===== src/rtl/matrix_ram_mp.sv =====
// matrix_ram_mp: multi-ported N_ROWS x N_COLS bit matrix, row/column addressable, with bulk-clear engine.
// Optional write-to-read forwarding is enabled by defining MATRIX_RAM_MP_BYPASS_EN.
module matrix_ram_mp #(
    parameter int N_ROWS             = 8,
    parameter int N_COLS             = 8,
    parameter int N_RD_PORTS         = 2,
    parameter int N_WR_PORTS         = 2,
    parameter int CLR_ROWS_PER_CYCLE = 2,
    localparam int RA_W              = $clog2(N_ROWS),
    localparam int CA_W              = $clog2(N_COLS)
) (
    input  logic                                  clk,
    input  logic                                  rst_aH,
    input  logic [N_RD_PORTS-1:0][RA_W-1:0]       row_rd_addr,
    output logic [N_RD_PORTS-1:0][N_COLS-1:0]     row_rd_data,
    input  logic [N_RD_PORTS-1:0][CA_W-1:0]       col_rd_addr,
    output logic [N_RD_PORTS-1:0][N_ROWS-1:0]     col_rd_data,
    input  logic [N_WR_PORTS-1:0]                 row_wr_en,
    input  logic [N_WR_PORTS-1:0][RA_W-1:0]       row_wr_addr,
    input  logic [N_WR_PORTS-1:0][N_COLS-1:0]     row_wr_data,
    input  logic [N_WR_PORTS-1:0]                 col_wr_en,
    input  logic [N_WR_PORTS-1:0][CA_W-1:0]       col_wr_addr,
    input  logic [N_WR_PORTS-1:0][N_ROWS-1:0]     col_wr_data,
    output logic [N_ROWS-1:0]                     row_nonzero,
    input  logic                                  clr_req,
    output logic                                  clr_busy,
    output logic                                  clr_done,
    output logic [N_ROWS-1:0][N_COLS-1:0]         cur_state
);

    localparam logic [1:0] ST_IDLE  = 2'd0;
    localparam logic [1:0] ST_CLEAR = 2'd1;
    localparam logic [1:0] ST_DONE  = 2'd2;

    logic [N_ROWS-1:0][N_COLS-1:0] mat;
    logic [N_ROWS-1:0][N_COLS-1:0] mat_nxt;
    logic [N_ROWS-1:0][N_COLS-1:0] rd_src;
    logic [1:0]                    state;
    logic [RA_W:0]                 clr_cnt;
    logic                          clr_last;

    assign clr_busy  = (state != ST_IDLE);
    assign clr_done  = (state == ST_DONE);
    assign clr_last  = (32'(clr_cnt) == N_ROWS - CLR_ROWS_PER_CYCLE);
    assign cur_state = mat;

    // Column writes are applied after row writes so they win at intersections;
    // later ports overwrite earlier ones on equal addresses.
    always_comb begin
        mat_nxt = mat;
        if (!clr_busy) begin
            for (int unsigned p = 0; p < N_WR_PORTS; p++) begin
                if (row_wr_en[p] && (32'(row_wr_addr[p]) < N_ROWS))
                    mat_nxt[row_wr_addr[p]] = row_wr_data[p];
            end
            for (int unsigned p = 0; p < N_WR_PORTS; p++) begin
                if (col_wr_en[p] && (32'(col_wr_addr[p]) < N_COLS)) begin
                    for (int unsigned r = 0; r < N_ROWS; r++)
                        mat_nxt[r][col_wr_addr[p]] = col_wr_data[p][r];
                end
            end
        end
        if (state == ST_CLEAR) begin
            for (int unsigned r = 0; r < N_ROWS; r++) begin
                if ((r >= 32'(clr_cnt)) && (r < 32'(clr_cnt) + CLR_ROWS_PER_CYCLE))
                    mat_nxt[r] = '0;
            end
        end
    end

    always_ff @(posedge clk or posedge rst_aH) begin
        if (rst_aH) begin
            mat     <= '0;
            state   <= ST_IDLE;
            clr_cnt <= '0;
        end else begin
            mat <= mat_nxt;
            case (state)
                ST_IDLE: begin
                    if (clr_req) begin
                        state   <= ST_CLEAR;
                        clr_cnt <= '0;
                    end
                end
                ST_CLEAR: begin
                    clr_cnt <= clr_cnt + (RA_W+1)'(CLR_ROWS_PER_CYCLE);
                    if (clr_last)
                        state <= ST_DONE;
                end
                ST_DONE:  state <= ST_IDLE;
                default:  state <= ST_IDLE;
            endcase
        end
    end

`ifdef MATRIX_RAM_MP_BYPASS_EN
    assign rd_src = mat_nxt;
`else
    assign rd_src = mat;
`endif

    // Reads are forced to zero during reset so forwarded next-state never leaks out.
    always_comb begin
        row_rd_data = '0;
        col_rd_data = '0;
        if (!rst_aH) begin
            for (int unsigned p = 0; p < N_RD_PORTS; p++) begin
                if (32'(row_rd_addr[p]) < N_ROWS)
                    row_rd_data[p] = rd_src[row_rd_addr[p]];
                if (32'(col_rd_addr[p]) < N_COLS) begin
                    for (int unsigned r = 0; r < N_ROWS; r++)
                        col_rd_data[p][r] = rd_src[r][col_rd_addr[p]];
                end
            end
        end
    end

    always_comb begin
        row_nonzero = '0;
        for (int unsigned r = 0; r < N_ROWS; r++)
            row_nonzero[r] = |mat[r];
    end

endmodule

===== config.mk =====
export PLATFORM = sky130hd
export DESIGN_NAME = matrix_ram_mp
export DESIGN_NICKNAME = d
export VERILOG_FILES = /design/src/rtl/matrix_ram_mp.sv
export SDC_FILE = /design/constraint.sdc
export NUM_CORES = 1
export LEC_CHECK = 0
export BUFFER_PORTS_ARGS = -buffer_cell sky130_fd_sc_hd__buf_2
export CORE_AREA = 2 2 121 152
export CTS_CLUSTER_SIZE = 12
export DETAILED_ROUTE_END_ITERATION = 8
export DIE_AREA = 0 0 123 154
export HOLD_SLACK_MARGIN = 0.08
export PLACE_DENSITY = 0.66
export SLEW_MARGIN = 10
export SYNTH_ARGS = -nofsm -noshare
export SYNTH_HDL_FRONTEND = slang
export SYNTH_SLANG_ARGS = --single-unit

===== constraint.sdc =====
create_clock -name clk -period 2.68 [get_ports clk]
set_input_delay 0.134 -clock clk [delete_from_list [all_inputs] [get_ports clk]]
set_output_delay 0.134 -clock clk [all_outputs]
set_load 0.01 [all_outputs]

==> metrics.cfg <==
[synthesis]
seq_area_frac_synth = 0.233
synth_flop_cell = dfrtp_1
syn_area_um2 = 7400
syn_nets = 879
synth_edf_count = 0
synth_cells = 814
yosysWarnings = 0
avgSynthCellArea_um2 = 9.09
synth_cell_types = 51
ys_seq_elements = 69
ys_async_sr_fraction = 1.00

[detailed_routing]
num_vias = 7865
wl_per_cell_um = 26.6
wirelength_um = 30600
drt_iter0_drc = 946
postRouteAntennaNets = 0
vias_per_cell = 6.84
firstDrtPassIters = 7
route.detailed.drc = 0

[placed_design]
placed_cells = 1131
placed_area_um2 = 8260
dp_worst_setup_slack_ns = 0.268
numPortBuffers = 168
dp_hpwl_um = 21700
place_congestion = 0.967

[worst_setup_path]
reg2reg_slack_ns = 0.24
cp_data_required_time_ns = 2.89
cp-endpoint = cur_state[40]
cpPeakStageDelay_ns = 0.88
crit_chain = ha_1, nand2b_1, o21a_1, o21bai_1, o22ai_1, o21bai_1
critPathCaptureType = register
reg2regPathDepth = 6
cp_slowest_cell = o21bai_1
cpMostUsedCell = o21bai_1
crit_type = register to register
worst-path-max-fanout = 14
cp_data_arrival_time_ns = 2.65
crit-reg2reg-launch = clr_cnt[2]
critPathLaunchType = register
r2r_end = cur_state[40]
crit_path_start = clr_cnt[2]

[sta]
fin_crit_ns = 2.44
fmax_mhz = 410
finalSetupViolations = 0
min_period_over_period = 0.910
setup_slack_ns = 0.241
hold_violations = 0
drv_slew = 0
timing.hold.ws_ns = 0.0932
tightestPinTransition_ns = 1.21
skew_ns = 0.0110
relSlewSlack = 0.191
setup-tns-final_ns = 0
rsz0062_at_grt = no

[finish]
utilization = 0.494
stdcell_area_um2 = 8620
mostFrequentLayoutCells = 168 x buf_2, 111 x nor2_1, 96 x mux2i_1, 70 x a21oi_1, 69 x dfrtp_1
final_common_cell = buf_2
syn2layout_area_growth_pct = 16.4
fin_cells = 1150
fillers = 1680
drive_gt1_frac = 0.308
nets = 983

[floorplan]
die_y_um = 154
rows = 54
die-area_um2 = 18900
start_util = 0.425
die_w_um = 123
design.core.area_um2 = 17400
pin_count = 169

[clock_network]
cts_root_buf = clkbuf_16
clockBufferDepth = 2
clock-sinks = 69
post_cts_buffers = 0
clk_latency_ns = 0.34
clk_pin_slew_ns = 0.07
cts_tree = built
numCtsBuffers = 9
h-tree-depth = 3
post_cts_resized = 0
ctsHoldBuffers = 0

[global_route]
groute.usage.overall = 0.320
grt_pass1_wl_um = 45200
grt_overflow = 0
grt_max_degree = 34
grt_pass1_vias = 7439
antenna_found_initial = 4

[status]
run_status = completed

[power_and_ir_drop]
finalPower_mw = 8.04
p_per_area_nw_per_um2 = 933
peakVddDrop_mv = 0.880
leakage_nw = 3.76

[worst_hold_path]
worstHoldPathType = input pin to async pin

[run]
maxCapViolations = 0

-- cells in the mapped netlist (all sizes together) (2+ instances only) --
library cell / instances / share of area
nand4bb: 4 / 0.0061
nor2: 113 / 0.058
clkbuf: 44 / 0.023
nand2: 67 / 0.034
o221ai: 47 / 0.056
and4b: 2 / 0.0027
o22ai: 8 / 0.0068
ha: 2 / 0.0034
nand4: 4 / 0.0042
nand3: 5 / 0.0034
nor4: 20 / 0.017
nand2b: 6 / 0.0051
nand4b: 9 / 0.011
nor3: 2 / 0.0020
inv: 19 / 0.0096
o22a: 4 / 0.0047
buf: 50 / 0.033
mux2i: 96 / 0.13
a211oi: 55 / 0.061
and4bb: 3 / 0.0051
mux4: 64 / 0.19
o21ai: 11 / 0.0074
dfrtp: 69 / 0.23
o21a: 5 / 0.0051
a221o: 4 / 0.0054
a21oi: 70 / 0.047
o211ai: 5 / 0.0051
o21bai: 10 / 0.010
a221oi: 3 / 0.0036
-- registers in the layout, indices dropped and copies added, names as in the netlist --
register / count
cur_state: 64
clr_cnt: 3
state: 2
-- final cells by class --
cell class,instances,area (um^2),area share
well taps,224,280,0.0325
multi-input cells,631,5190,0.603
flip-flops and latches,69,1730,0.200
repair buffers,187,983,0.114
clock buffers,11,243,0.0282
clock inverters,5,108,0.0125
diodes,3,7.51,0.000871
inverters,20,75.1,0.00871
-- layer usage --
| layer | vias to the layer above | global-route usage | routed length, um |
|---|---|---|---|
| met3 | 122 | 0.0642 | 2940 |
| met1 | 3828 | 0.411 | 11800 |
| met4 | 4 | 0.161 | 1600 |
| met5 | - | 0 | 23 |
| li1 | 3375 | - | - |
| met2 | 536 | 0.508 | 14300 |
-- power by group --
group | leakage (nW) | total (mW) | switching [mW] | internal (mW)
Sequential | 0.906 | 2.51 | 1.11 | 1.40
Clock | 0.170 | 1.43 | 0.495 | 0.939
Combinational | 2.68 | 4.10 | 2.20 | 1.90
Total | 3.76 | 8.04 | 3.80 | 4.24
-- worst min path at each step --
stage,from,to
after global placement,col_wr_data[13],cur_state[46]
after detailed placement,col_wr_data[12],cur_state[38]
after floorplan,col_wr_data[12],cur_state[38]
final,rst_aH,cur_state[0]
after global routing,col_wr_data[12],cur_state[38]
after CTS,rst_aH,cur_state[0]
-- cells by family after synthesis --
group	share of synthesized area
simple gates	0.155
compound gates	0.216
mux	0.326
buf+inv	0.0659
flops	0.233
fa+ha+maj	0.00338
-- critical path, delay by kind of cell (launching register included) --
kind | cells | cell delay [ns]
DFF | 1 | 0.48
AOI/OAI and AO/OA | 4 | 1.47
adders and majority gates | 1 | 0.24
and+or+nand+nor | 1 | 0.11
(Power assumes the default switching activity.)
